$ cat src/rtl/uart_pkg.sv
// Shared types and trigger-level constants for the UART receive path.
package uart_pkg;

  typedef struct packed {
    logic       bi;
    logic       fe;
    logic       pe;
    logic [7:0] data;
  } rx_entry_t;

  typedef enum logic [1:0] {
    TRIG_1  = 2'b00,
    TRIG_4  = 2'b01,
    TRIG_8  = 2'b10,
    TRIG_14 = 2'b11
  } rx_trig_t;

  localparam int TRIG_LVL_1  = 1;
  localparam int TRIG_LVL_4  = 4;
  localparam int TRIG_LVL_8  = 8;
  localparam int TRIG_LVL_14 = 14;

  function automatic int trigLevel(input rx_trig_t code);
    int lvl;
    case (code)
      TRIG_1:  lvl = TRIG_LVL_1;
      TRIG_4:  lvl = TRIG_LVL_4;
      TRIG_8:  lvl = TRIG_LVL_8;
      default: lvl = TRIG_LVL_14;
    endcase
    return lvl;
  endfunction

endpackage

$ cat src/rtl/uart_fifo_mem.sv
// Register array for the receive FIFO: synchronous write, asynchronous head read.
// Deliberately unreset; occupancy and pointers live in uart_rx_fifo.
module uart_fifo_mem #(
  parameter int DEPTH = 16,
  parameter int W     = 11
) (
  input  logic                     clock,
  input  logic                     we,
  input  logic [$clog2(DEPTH)-1:0] wAddr,
  input  logic [W-1:0]             wData,
  input  logic [$clog2(DEPTH)-1:0] rAddr,
  output logic [W-1:0]             rData
);

  logic [W-1:0] mem [DEPTH];

  always_ff @(posedge clock) begin
    if (we) mem[wAddr] <= wData;
  end

  assign rData = mem[rAddr];

endmodule

$ cat src/rtl/uart_rx_fifo.sv
// UART receive FIFO (first-word-fall-through) with overrun, error summary and count.
// Optional RCLVL/TRIGGER threshold logic when UART_RX_FIFO_TRIGGER_EN is defined.
module uart_rx_fifo
  import uart_pkg::*;
#(
  parameter int DEPTH = 16,
  parameter int DW    = 8,
  parameter int CW    = $clog2(DEPTH) + 1
) (
  input  logic          CLK,
  input  logic          RST,
  input  logic          CLEAR,
  input  logic          WE,
  input  logic [DW-1:0] DIN,
  input  logic          PE_IN,
  input  logic          FE_IN,
  input  logic          BI_IN,
  input  logic          RE,
  input  logic          OVR_CLR,
  output logic [DW-1:0] DOUT,
  output logic          PE,
  output logic          FE,
  output logic          BI,
  output logic          EMPTY,
  output logic          FULL,
  output logic [CW-1:0] COUNT,
  output logic          OVERRUN,
  output logic          FIFOERR
`ifdef UART_RX_FIFO_TRIGGER_EN
  ,
  input  logic [1:0]    RCLVL,
  output logic          TRIGGER
`endif
);

  localparam int AW = $clog2(DEPTH);
  localparam int EW = DW + 3;

  logic [AW-1:0] wrPtr, rdPtr;
  logic [CW-1:0] count, countNext, errCount, errCountNext;
  logic [EW-1:0] headEntry, wrEntry;
  logic          overrun, isEmpty, isFull;
  logic          doWrite, doRead, overrunSet, wrErr, rdErr, memWe;

  assign isEmpty = (count == '0);
  assign isFull  = (count == CW'(DEPTH));
  assign wrEntry = {BI_IN, FE_IN, PE_IN, DIN};

  // A full FIFO still accepts a write when the head is popped in the same cycle.
  always_comb begin
    doWrite      = WE && (!isFull || RE);
    doRead       = RE && !isEmpty;
    overrunSet   = WE && isFull && !RE;
    wrErr        = doWrite && (PE_IN || FE_IN || BI_IN);
    rdErr        = doRead && (|headEntry[DW+2:DW]);
    memWe        = doWrite && !RST && !CLEAR;
    countNext    = count;
    errCountNext = errCount;
    if (doWrite && !doRead) countNext = count + CW'(1);
    if (doRead && !doWrite) countNext = count - CW'(1);
    if (wrErr && !rdErr) errCountNext = errCount + CW'(1);
    if (rdErr && !wrErr) errCountNext = errCount - CW'(1);
  end

  uart_fifo_mem #(.DEPTH(DEPTH), .W(EW)) uMem (
    .clock (CLK),
    .we    (memWe),
    .wAddr (wrPtr),
    .wData (wrEntry),
    .rAddr (rdPtr),
    .rData (headEntry)
  );

  always_ff @(posedge CLK) begin
    if (RST || CLEAR) begin
      wrPtr    <= '0;
      rdPtr    <= '0;
      count    <= '0;
      errCount <= '0;
    end else begin
      if (doWrite) wrPtr <= wrPtr + AW'(1);
      if (doRead)  rdPtr <= rdPtr + AW'(1);
      count    <= countNext;
      errCount <= errCountNext;
    end
  end

  // Overrun survives CLEAR; a new overrun beats a simultaneous OVR_CLR.
  always_ff @(posedge CLK) begin
    if (RST)                      overrun <= 1'b0;
    else if (!CLEAR && overrunSet) overrun <= 1'b1;
    else if (OVR_CLR)             overrun <= 1'b0;
  end

  assign DOUT    = isEmpty ? '0 : headEntry[DW-1:0];
  assign PE      = !isEmpty && headEntry[DW];
  assign FE      = !isEmpty && headEntry[DW+1];
  assign BI      = !isEmpty && headEntry[DW+2];
  assign EMPTY   = isEmpty;
  assign FULL    = isFull;
  assign COUNT   = count;
  assign OVERRUN = overrun;
  assign FIFOERR = (errCount != '0);

`ifdef UART_RX_FIFO_TRIGGER_EN
  logic trigReg;
  int   trigLvl;

  always_comb begin
    trigLvl = trigLevel(rx_trig_t'(RCLVL));
    if (trigLvl > DEPTH) trigLvl = DEPTH;
  end

  always_ff @(posedge CLK) begin
    if (RST || CLEAR) trigReg <= 1'b0;
    else              trigReg <= (int'(countNext) >= trigLvl);
  end

  assign TRIGGER = trigReg;
`endif

endmodule

$ cat config.mk
export PLATFORM = sky130hd
export DESIGN_NAME = uart_rx_fifo
export DESIGN_NICKNAME = d
export VERILOG_FILES = /design/src/rtl/uart_pkg.sv /design/src/rtl/uart_fifo_mem.sv /design/src/rtl/uart_rx_fifo.sv
export SDC_FILE = /design/constraint.sdc
export NUM_CORES = 1
export LEC_CHECK = 0
export ABC_AREA = 1
export BUFFER_PORTS_ARGS = -buffer_cell sky130_fd_sc_hd__buf_2
export CAP_MARGIN = 20
export CORE_ASPECT_RATIO = 1.2
export CORE_MARGIN = 2
export CORE_UTILIZATION = 43
export DETAILED_ROUTE_END_ITERATION = 8
export GPL_ROUTABILITY_DRIVEN = 0
export GPL_TIMING_DRIVEN = 0
export SLEW_MARGIN = 15
export SYNTH_ARGS = -nofsm -noshare
export SYNTH_HDL_FRONTEND = slang
export SYNTH_SLANG_ARGS = --single-unit
export TNS_END_PERCENT = 1
$ cat constraint.sdc
create_clock -name CLK -period 5.86 [get_ports CLK]
set_input_delay 1.172 -clock CLK [delete_from_list [all_inputs] [get_ports CLK]]
set_output_delay 1.172 -clock CLK [all_outputs]
set_load 0.005 [all_outputs]
==> metrics, run 1 <==
share of cells above drive strength 1=0.136; WP data arrival=2.49 ns; dominant cell type by area after synthesis=edfxtp_1; placed wire-length estimate=14500 um; Worst setup SP type=flip-flop; Final min period=3.66 ns; Remaining Overflow, GRT=0; htree depth=4; critical path endpoint category=output pin; vias in the first global route=5831; post-CTS sizing=0; Fin Clk Skew=0.0108 ns; PwrDens=310 nW/um2; non-filler cells, final=1084; Relative slew margins=0.365; most common cell after layout, fill and taps aside=edfxtp_1; Syn Inst Count=747; Post-DRT Antenna Nets=0; synthesis-to-finish area growth=14.0%; via density per instance=5.35; drt pass-1 iters=5; Ports=37; Worst Path Required=4.69 ns; RSZ-0062 raised after global routing=no; Die H=157 um; Final WS setup=2.20 ns; Yosys reg bits=199; Simple-Gate Fraction of Synth Area=0.141; post-synthesis adder-cell area fraction=0.0241; CP bufs+invs=2; Core Footprint=19400 um2; DRT Wirelength=21200 um; Fin. Hold Viols=0; Placed Instances=1052; max-slew violations=0; critical setup path kind=reg2out; maximum vdd drop=0.000193 V; TritonCTS clock tree=built; die area=20700 um2; Post-Synth XOR/XNOR Area=0.00832; cell family with most CP delay=compound AO/OA/AOI/OAI gates; Synth cell types=29; most frequent cells in the layout=edfxtp_1, nand2_1, nor2_1, nand3_1, inv_1; main combinational cell family by area after synthesis=simple AND/OR/NAND/NOR gates; clock root buffer=clkbuf_16; status=finished, final reports clean; compound-gate portion of the synthesized area=0.0894; YS warnings=0; Horiz. Die Dim=132 um; initial DRC count=573; Post-layout nets=842; Total GRT Usage=0.212; max_cap viols=0; period utilization=0.624; Hold Worst Slack=0.464 ns; endpoints failing setup=0; Syn Nets=779; Achievable Freq=273 MHz; Mapped Area=8420 um2; global-route wire length before repair=32100 um; Starting Density=0.434; synth top area cells=edfxtp_1, nand2_1, dfxtp_1, nor2_1, nand3_1; share of the synthesized area in the top cell type=0.627; Hold Path Class=reg2reg; Leakage=3.56 nW; DR WL/cell=19.6 um; Slew @ Worst Pin=0.951 ns; worst slack at placement=2.49 ns; largest net degree at the start of global routing=18; Buffers on Ports=36; TritonCTS Buffers=17; CTS Sinks=199; Clock transition at path regs=0.07 ns; setup bufs post-CTS=0; # rows=56; slowest stage cell, crit path=clkbuf_1; CP Max Fanout=10; setup TNS=0 ns; Mapped Avg Cell Area=11.3 um2; initial antenna violation count=0; ant diodes=0; vias=5800; crit path cell chain=clkbuf_1 > o21ai_0 > o221ai_1 > nand3_1 > a21oi_1 > buf_2; Max Buffers Root-to-Sink=2; sequential fraction of the synthesis area=0.682; max incr delay on CP=0.54 ns; worst skew pair latency=0.44 ns; # DRC=0; multiplexer share of the synthesized area=0; CTS Hold Bufs=0
==> cell type report <==
type	count	area, um2
buffer	36	226
clock buffer	17	425
clock inverter	15	151
fill	1807	9800
inverter	62	235
multi-input combinational	450	2240
sequential	199	5750
tap	261	327
timing repair buffer	44	259
==> registers in the layout (all words and copies together) (netlist names), named ones only <==
| register | flops |
|---|---|
| COUNT | 5 |
| OVERRUN | 1 |
| errCount | 5 |
| rdPtr | 4 |
| uMem.mem | 176 |
| wrPtr | 4 |
==> Yosys cell counts (all sizes together) <==
master / count
edfxtp: 176
xor2: 2
clkbuf: 11
o21ai: 58
a21oi: 47
nand2: 135
o31ai: 10
buf: 25
nand4: 1
o221ai: 8
fa: 2
dfxtp: 23
or2: 1
xnor2: 6
nor2: 93
nand3: 61
ha: 13
inv: 61
nor3: 2
o211ai: 11
clkinv: 1
==> per-stage QoR <==
stage	util	cell area, um2	power, mW
2_1_floorplan	-	8420	1.75
3_3_place_gp	0.460	8930	1.84
3_5_place_dp	0.465	9020	1.86
4_1_cts	0.495	9600	2.99
5_1_grt	0.495	9610	3.07
6_report	0.495	9610	2.98
==> power breakdown <==
| part | internal, mW | switching [mW] | total [mW] |
|---|---|---|---|
| Clock | 0.630 | 0.520 | 1.15 |
| Combinational | 0.0867 | 0.178 | 0.265 |
| Sequential | 1.55 | 0.00917 | 1.56 |
==> cells by family (layout without fill, tap and decap cells) <==
| logic type | after synthesis | count (layout) |
|---|---|---|
| AND/OR/NAND/NOR | 293 | 293 |
| adder cells (fa/ha/maj) | 15 | 15 |
| AO/OA/AOI/OAI | 134 | 134 |
| flip-flops | 199 | 199 |
| buffers and inverters | 98 | 174 |
| XOR/XNOR | 8 | 8 |
==> routing by layer <==
metal / share of wire / global-route usage
met1: 0.40 / 0.247
met2: 0.51 / 0.385
met3: 0.051 / 0.0316
met4: 0.035 / 0.101
met5: 0 / 0
==> tightest hold or removal path, stage by stage, from the launching register on <==
cell	delay (ns)
dfxtp_1	0.31
inv_1	0.05
o31ai_1	0.06
==> worst paths after layout <==
kind / from / end / slack (ns) / depth (start not counted)
min reg2reg: OVERRUN / OVERRUN / 0.46 / 2
max: flip-flop / DOUT[4] / 2.20 / 6
max reg2reg: flip-flop / errCount[4] / 2.83 / 17
min: OVERRUN / OVERRUN / 0.46 / 2
(Power assumes the default switching activity.)
==> run 2, diff against run 1 <==
clock period = 3.3 ns   (was 5.86 ns; I/O delays follow)
==> metrics, run 2 (synthesis results as in run 1) <==
vias=5778 (-0.38%); # DRC=0 (unchanged); Worst Path Required=2.64 ns (-2.05 ns); CTS Sinks=199 (unchanged); Ports=37 (unchanged); Remaining Overflow, GRT=0 (unchanged); synthesis-to-finish area growth=14.0% (unchanged); Starting Density=0.434 (unchanged); htree depth=4 (unchanged); initial DRC count=594 (+3.7%); PwrDens=550 nW/um2 (+77%); P_int=4.03 mW (+78%); worst skew pair latency=0.44 ns (about the same); CTS Hold Bufs=0 (unchanged); DRT Wirelength=21200 um (about the same); DR WL/cell=19.6 um (about the same); Max Buffers Root-to-Sink=2 (unchanged); placed wire-length estimate=14500 um (unchanged); initial antenna violation count=0 (unchanged); via density per instance=5.33 (-0.38%); most frequent cells in the layout=edfxtp_1, nand2_1, nor2_1, nand3_1, inv_1; Hold Path Class=in2reg; Slew @ Worst Pin=0.946 ns (-0.00492 ns); vias in the first global route=5836 (+0.086%); Worst setup SP type=flip-flop; Post-layout nets=842 (unchanged); Clock Power Share=0.386 (about the same); Clock transition at path regs=0.07 ns (about the same); Relative slew margins=0.369 (+0.00328); Final min period=3.15 ns; TritonCTS Buffers=17 (unchanged); Total GRT Usage=0.212 (about the same); Post-DRT Antenna Nets=0 (unchanged); global-route wire length before repair=32200 um (about the same); clock root buffer=clkbuf_16; Comb pwr share=0.089 (about the same); Horiz. Die Dim=132 um (unchanged); status=finished, final reports clean; maximum vdd drop=0.000341 V (+77%); P_sw=1.25 mW (+77%); share of cells above drive strength 1=0.136 (unchanged); ant diodes=0 (unchanged); CP Max Fanout=10 (unchanged); period utilization=0.954; switch share=0.237 (-0.000510); number of flip-flops in the largest register=176 (unchanged); setup bufs post-CTS=0 (unchanged); sequential share of power=0.525 (about the same); Achievable Freq=318 MHz; Fin Clk Skew=0.00955 ns (-0.00124 ns); WP data arrival=2.49 ns (about the same); largest net degree at the start of global routing=18 (unchanged); most common cell after layout, fill and taps aside=edfxtp_1; # rows=56 (unchanged); Core Footprint=19400 um2 (unchanged); critical path endpoint category=output pin; Largest Register=uMem.mem; fin area=9610 um2 (unchanged); Die H=157 um (unchanged); setup TNS=0 ns (unchanged); TritonCTS clock tree=built; max-slew violations=0 (unchanged); drt pass-1 iters=5 (unchanged); Leakage=3.56 nW (unchanged); Fin. Hold Viols=0 (unchanged); post-CTS sizing=0 (unchanged); critical setup path kind=reg2out; die area=20700 um2 (unchanged); Buffers on Ports=36 (unchanged); max_cap viols=0 (unchanged); endpoints failing setup=0 (unchanged); dpl cell area=9020 um2 (unchanged); RSZ-0062 raised after global routing=no
## run 2: cell counts in the layout (fill, tap and decap cells not counted)
Identical to the previous run, type by type.
## run 2: final cells by class
cell class / instances / area, um2
Buffer: 36 / 226
Clock buffer: 17 / 425
Clock inverter: 15 / 151
Fill cell: 1807 / 9800
Inverter: 62 / 235
Multi-Input combinational cell: 450 / 2240
Sequential cell: 199 / 5750
Tap cell: 261 / 327
Timing Repair Buffer: 44 / 259
## run 2: power by group through the flow
stage	registers [mW]	clock network [mW]	logic, mW
2_1_floorplan	2.82	0	0.275
3_3_place_gp	2.82	0	0.451
3_5_place_dp	2.83	0	0.470
4_1_cts	2.77	2.06	0.472
5_1_grt	2.77	2.16	0.520
6_report	2.77	2.04	0.470
## run 2: worst max-delay path, cell delays in order, from the launching register on
cell and delay (ns):
dfxtp_1 0.44, clkbuf_1 0.53, o21ai_0 0.20, o221ai_1 0.32, nand3_1 0.12, a21oi_1 0.27, buf_2 0.18
## run 2: worst paths after layout
path              cells past startpoint  slack, ns       from     endpoint
setup reg to reg                     17       0.29  flip-flop  errCount[4]
setup / recovery                      6       0.15  flip-flop      DOUT[4]
hold reg to reg                       2       0.46    OVERRUN      OVERRUN
hold / removal                        2       0.39    OVR_CLR      OVERRUN
## run 2: layer usage
layer  track usage  routed length [um]  vias to the layer above
li1              -                   -                     2718
met1         0.247                8640                     2825
met2         0.385               10800                      194
met3        0.0316                1030                       41
met4         0.101                 730                        0
met5             0                   0                        -
## run 2: stage by stage
| step | power [mW] | util | setup slack [ns] | hold WS [ns] | std cells |
|---|---|---|---|---|---|
| after floorplan | 3.10 | - | 0.897 | 0.447 | 747 |
| after global placement | 3.28 | 0.460 | 0.354 | 0.445 | 1044 |
| after detailed placement | 3.30 | 0.465 | 0.320 | 0.453 | 1052 |
| after CTS | 5.30 | 0.495 | 0.200 | 0.381 | 1084 |
| after global routing | 5.46 | 0.495 | 0.0786 | 0.400 | 1084 |
| final | 5.28 | 0.495 | 0.152 | 0.394 | 1084 |
==> run 3, diff against run 2 <==
ABC_AREA = unset   (was 1)
==> metrics, run 3 <==
Worst setup SP type=flip-flop; largest net degree at the start of global routing=18 (unchanged); Syn Inst Count=425 (-43%); Mapped Avg Cell Area=18.8 um2 (+66%); Achievable Freq=302 MHz (-4.9%); period utilization=1.00 (+0.0495); Fin. Hold Viols=0 (unchanged); asr flop ratio synth=0 (unchanged); R2R depth=13 (-4); most common cell in the netlist=edfxtp_1; failing checks=negative setup slack; Mapped Area=7980 um2 (-5.3%); max-slew violations=0 (unchanged); Worst Path Required=3.66 ns (+1.02 ns); status=complete, but fails checks; number of flip-flops in the largest register=176 (unchanged); Die H=153 um (-2.6%); Post-synth EDFFs=176 (unchanged); Largest Register=uMem.mem; WP data arrival=3.67 ns (+1.18 ns); FILL cells=1454 (-20%); Post-layout nets=518 (-38%); Core Footprint=18200 um2 (-6.4%); placed wire-length estimate=10200 um (-29%); Remaining Overflow, GRT=0 (unchanged); worst slack at placement=-0.654 ns (-0.974 ns); PwrDens=552 nW/um2 (+0.37%); sequential fraction of the synthesis area=0.720 (+0.0382); Fin Clk Skew=0.00839 ns (-0.00116 ns); share of cells above drive strength 1=0.341 (+0.205); vias in the first global route=4222 (-28%); Slew @ Worst Pin=0.870 ns (-0.0755 ns); Final Power=5.14 mW (-2.7%); critical path endpoint category=flip-flop; die area=19700 um2 (-5.2%); Buffers on Ports=36 (unchanged); Total GRT Usage=0.174 (-0.0382); Cells on Worst Hold Path=2 (unchanged); # DRC=0 (unchanged); Ports=37 (unchanged); Relative slew margins=0.419 (+0.0504); TritonCTS Buffers=17 (unchanged); most common cell after layout, fill and taps aside=edfxtp_1; Horiz. Die Dim=128 um (-2.6%); synth top area cells=edfxtp_1, mux4_2, dfxtp_1, ha_1, nor2_1; Final WS setup=-0.0109 ns (-0.163 ns); via density per instance=5.51 (+3.4%); Yosys reg bits=199 (unchanged); Syn Nets=457 (-41%); Post-DRT Antenna Nets=0 (unchanged); clock root buffer=clkbuf_16; initial antenna violation count=0 (unchanged); Clock transition at path regs=0.07 ns (about the same); hold_sp=RST; dpl cell area=8480 um2 (-6.0%); RSZ-0062 raised after global routing=yes; Starting Density=0.439 (+0.00489); worst skew pair latency=0.43 ns (about the same); CP Max Fanout=7 (-3); htree depth=4 (unchanged); most frequent cells in the layout=edfxtp_1, mux4_2, buf_2, nor2_1, dfxtp_1; Max Buffers Root-to-Sink=2 (unchanged); TritonCTS clock tree=built; max_cap viols=0 (unchanged); critical setup path kind=reg2reg; dominant cell type by area after synthesis=edfxtp_1; Hold Path Class=in2reg; drt pass-1 iters=5 (unchanged); DR WL/cell=22.5 um (+15%); Leakage=3.00 nW (-16%); share of the synthesized area in the top cell type=0.662 (+0.0351); global-route wire length before repair=24500 um (-24%); CTS Sinks=199 (unchanged); synthesis-to-finish area growth=16.8%; DRT Wirelength=16300 um (-23%); ys flop type=edfxtp_1; initial DRC count=427 (-28%); YS warnings=0 (unchanged); ant diodes=0 (unchanged); # rows=54 (-3.6%); vias=3983 (-31%); maximum vdd drop=0.000327 V (-4.0%); CTS Hold Bufs=0 (unchanged); Final min period=3.31 ns (+0.163 ns); Synth cell types=31 (+6.9%); endpoints failing setup=1 (+1); Synth top cells by count=edfxtp_1, mux4_2, nor2_1; fin area=9320 um2 (-3.0%)
## run 3: changes by cell type after synthesis, sizes merged, moves of 4 or more
cell    change
nand2     -124
nand3      -56
o21ai      -56
mux4       +53
nor2       -52
inv        -45
a21oi      -34
buf        -18
nor2b      +15
o211ai     -11
o221ai      -8
o31ai       -7
xor2        +4
## run 3: area by class of cell
class	instances	area, um2	area share
Buffer	16	149	0.0160
Clock buffer	19	433	0.0465
Clock inverter	13	181	0.0195
Inverter	16	60.1	0.00645
Multi-Input combinational cell	193	2210	0.237
Sequential cell	199	5750	0.617
Tap cell	224	280	0.0301
Timing Repair Buffer	43	254	0.0273
## run 3: what timing repair did
| action | CTS | global route |
|---|---|---|
| endpoints found under the setup margin | 13 | 6 |
| cloned | 0 | 1 |
| pin swaps | 5 | 7 |
| setup buffers | 3 | 3 |
| resized for setup | 22 | 21 |
## run 3: worst max-delay path, stage by stage, from the launching register on
cell and delay (ns):
dfxtp_2 0.33, buf_8 0.14, buf_12 0.13, mux4_2 0.52, a22oi_2 0.23, nand3_2 0.12, o31a_1 0.36, ha_4 0.21
ha_4 0.28, nor2b_4 0.16, o21ai_2 0.06, and3_1 0.18, or4_4 0.41, a21oi_2 0.11
## run 3: final timing paths
path,slack [ns],endpoint
min reg2reg,0.50,OVERRUN
max reg2reg,-0.01,errCount[4]
min,0.42,OVERRUN
max,-0.01,errCount[4]
## run 3: layer usage
metal	share of wire	wire length (um)	vias up	global-route usage
met5	0	0	-	0
met4	0.024	386	0	0.0680
met3	0.044	713	17	0.0410
met2	0.53	8550	105	0.284
met1	0.41	6610	2064	0.225
li1	-	-	1797	-
## run 3: logic make-up (layout without fill, tap and decap cells)
group / after synthesis / count (layout) / synth area share
xor+xnor: 10 / 10 / 0.0110
simple gates: 86 / 86 / 0.0503
buf+inv: 33 / 107 / 0.0202
compound gates: 26 / 26 / 0.0194
fa+ha+maj: 15 / 15 / 0.0254
mux: 56 / 56 / 0.153
flops: 199 / 199 / 0.720
## run 3: stage by stage
stage	std cells	hold slack [ns]	utilization	setup TNS [ns]
3_3_place_gp	685	0.467	0.464	-0.703
4_1_cts	719	0.405	0.505	-0.0406
3_5_place_dp	685	0.483	0.467	-1.11
5_1_grt	723	0.416	0.513	-0.440
2_1_floorplan	425	0.453	-	0
6_report	723	0.421	0.513	-0.0109
## run 3: report_power, final
group | leakage [nW] | internal [mW] | switching [mW] | total [mW]
Sequential | 1.77 | 2.75 | 0.00940 | 2.76
Clock | 0.287 | 1.27 | 0.891 | 2.16
Combinational | 0.944 | 0.0962 | 0.129 | 0.225
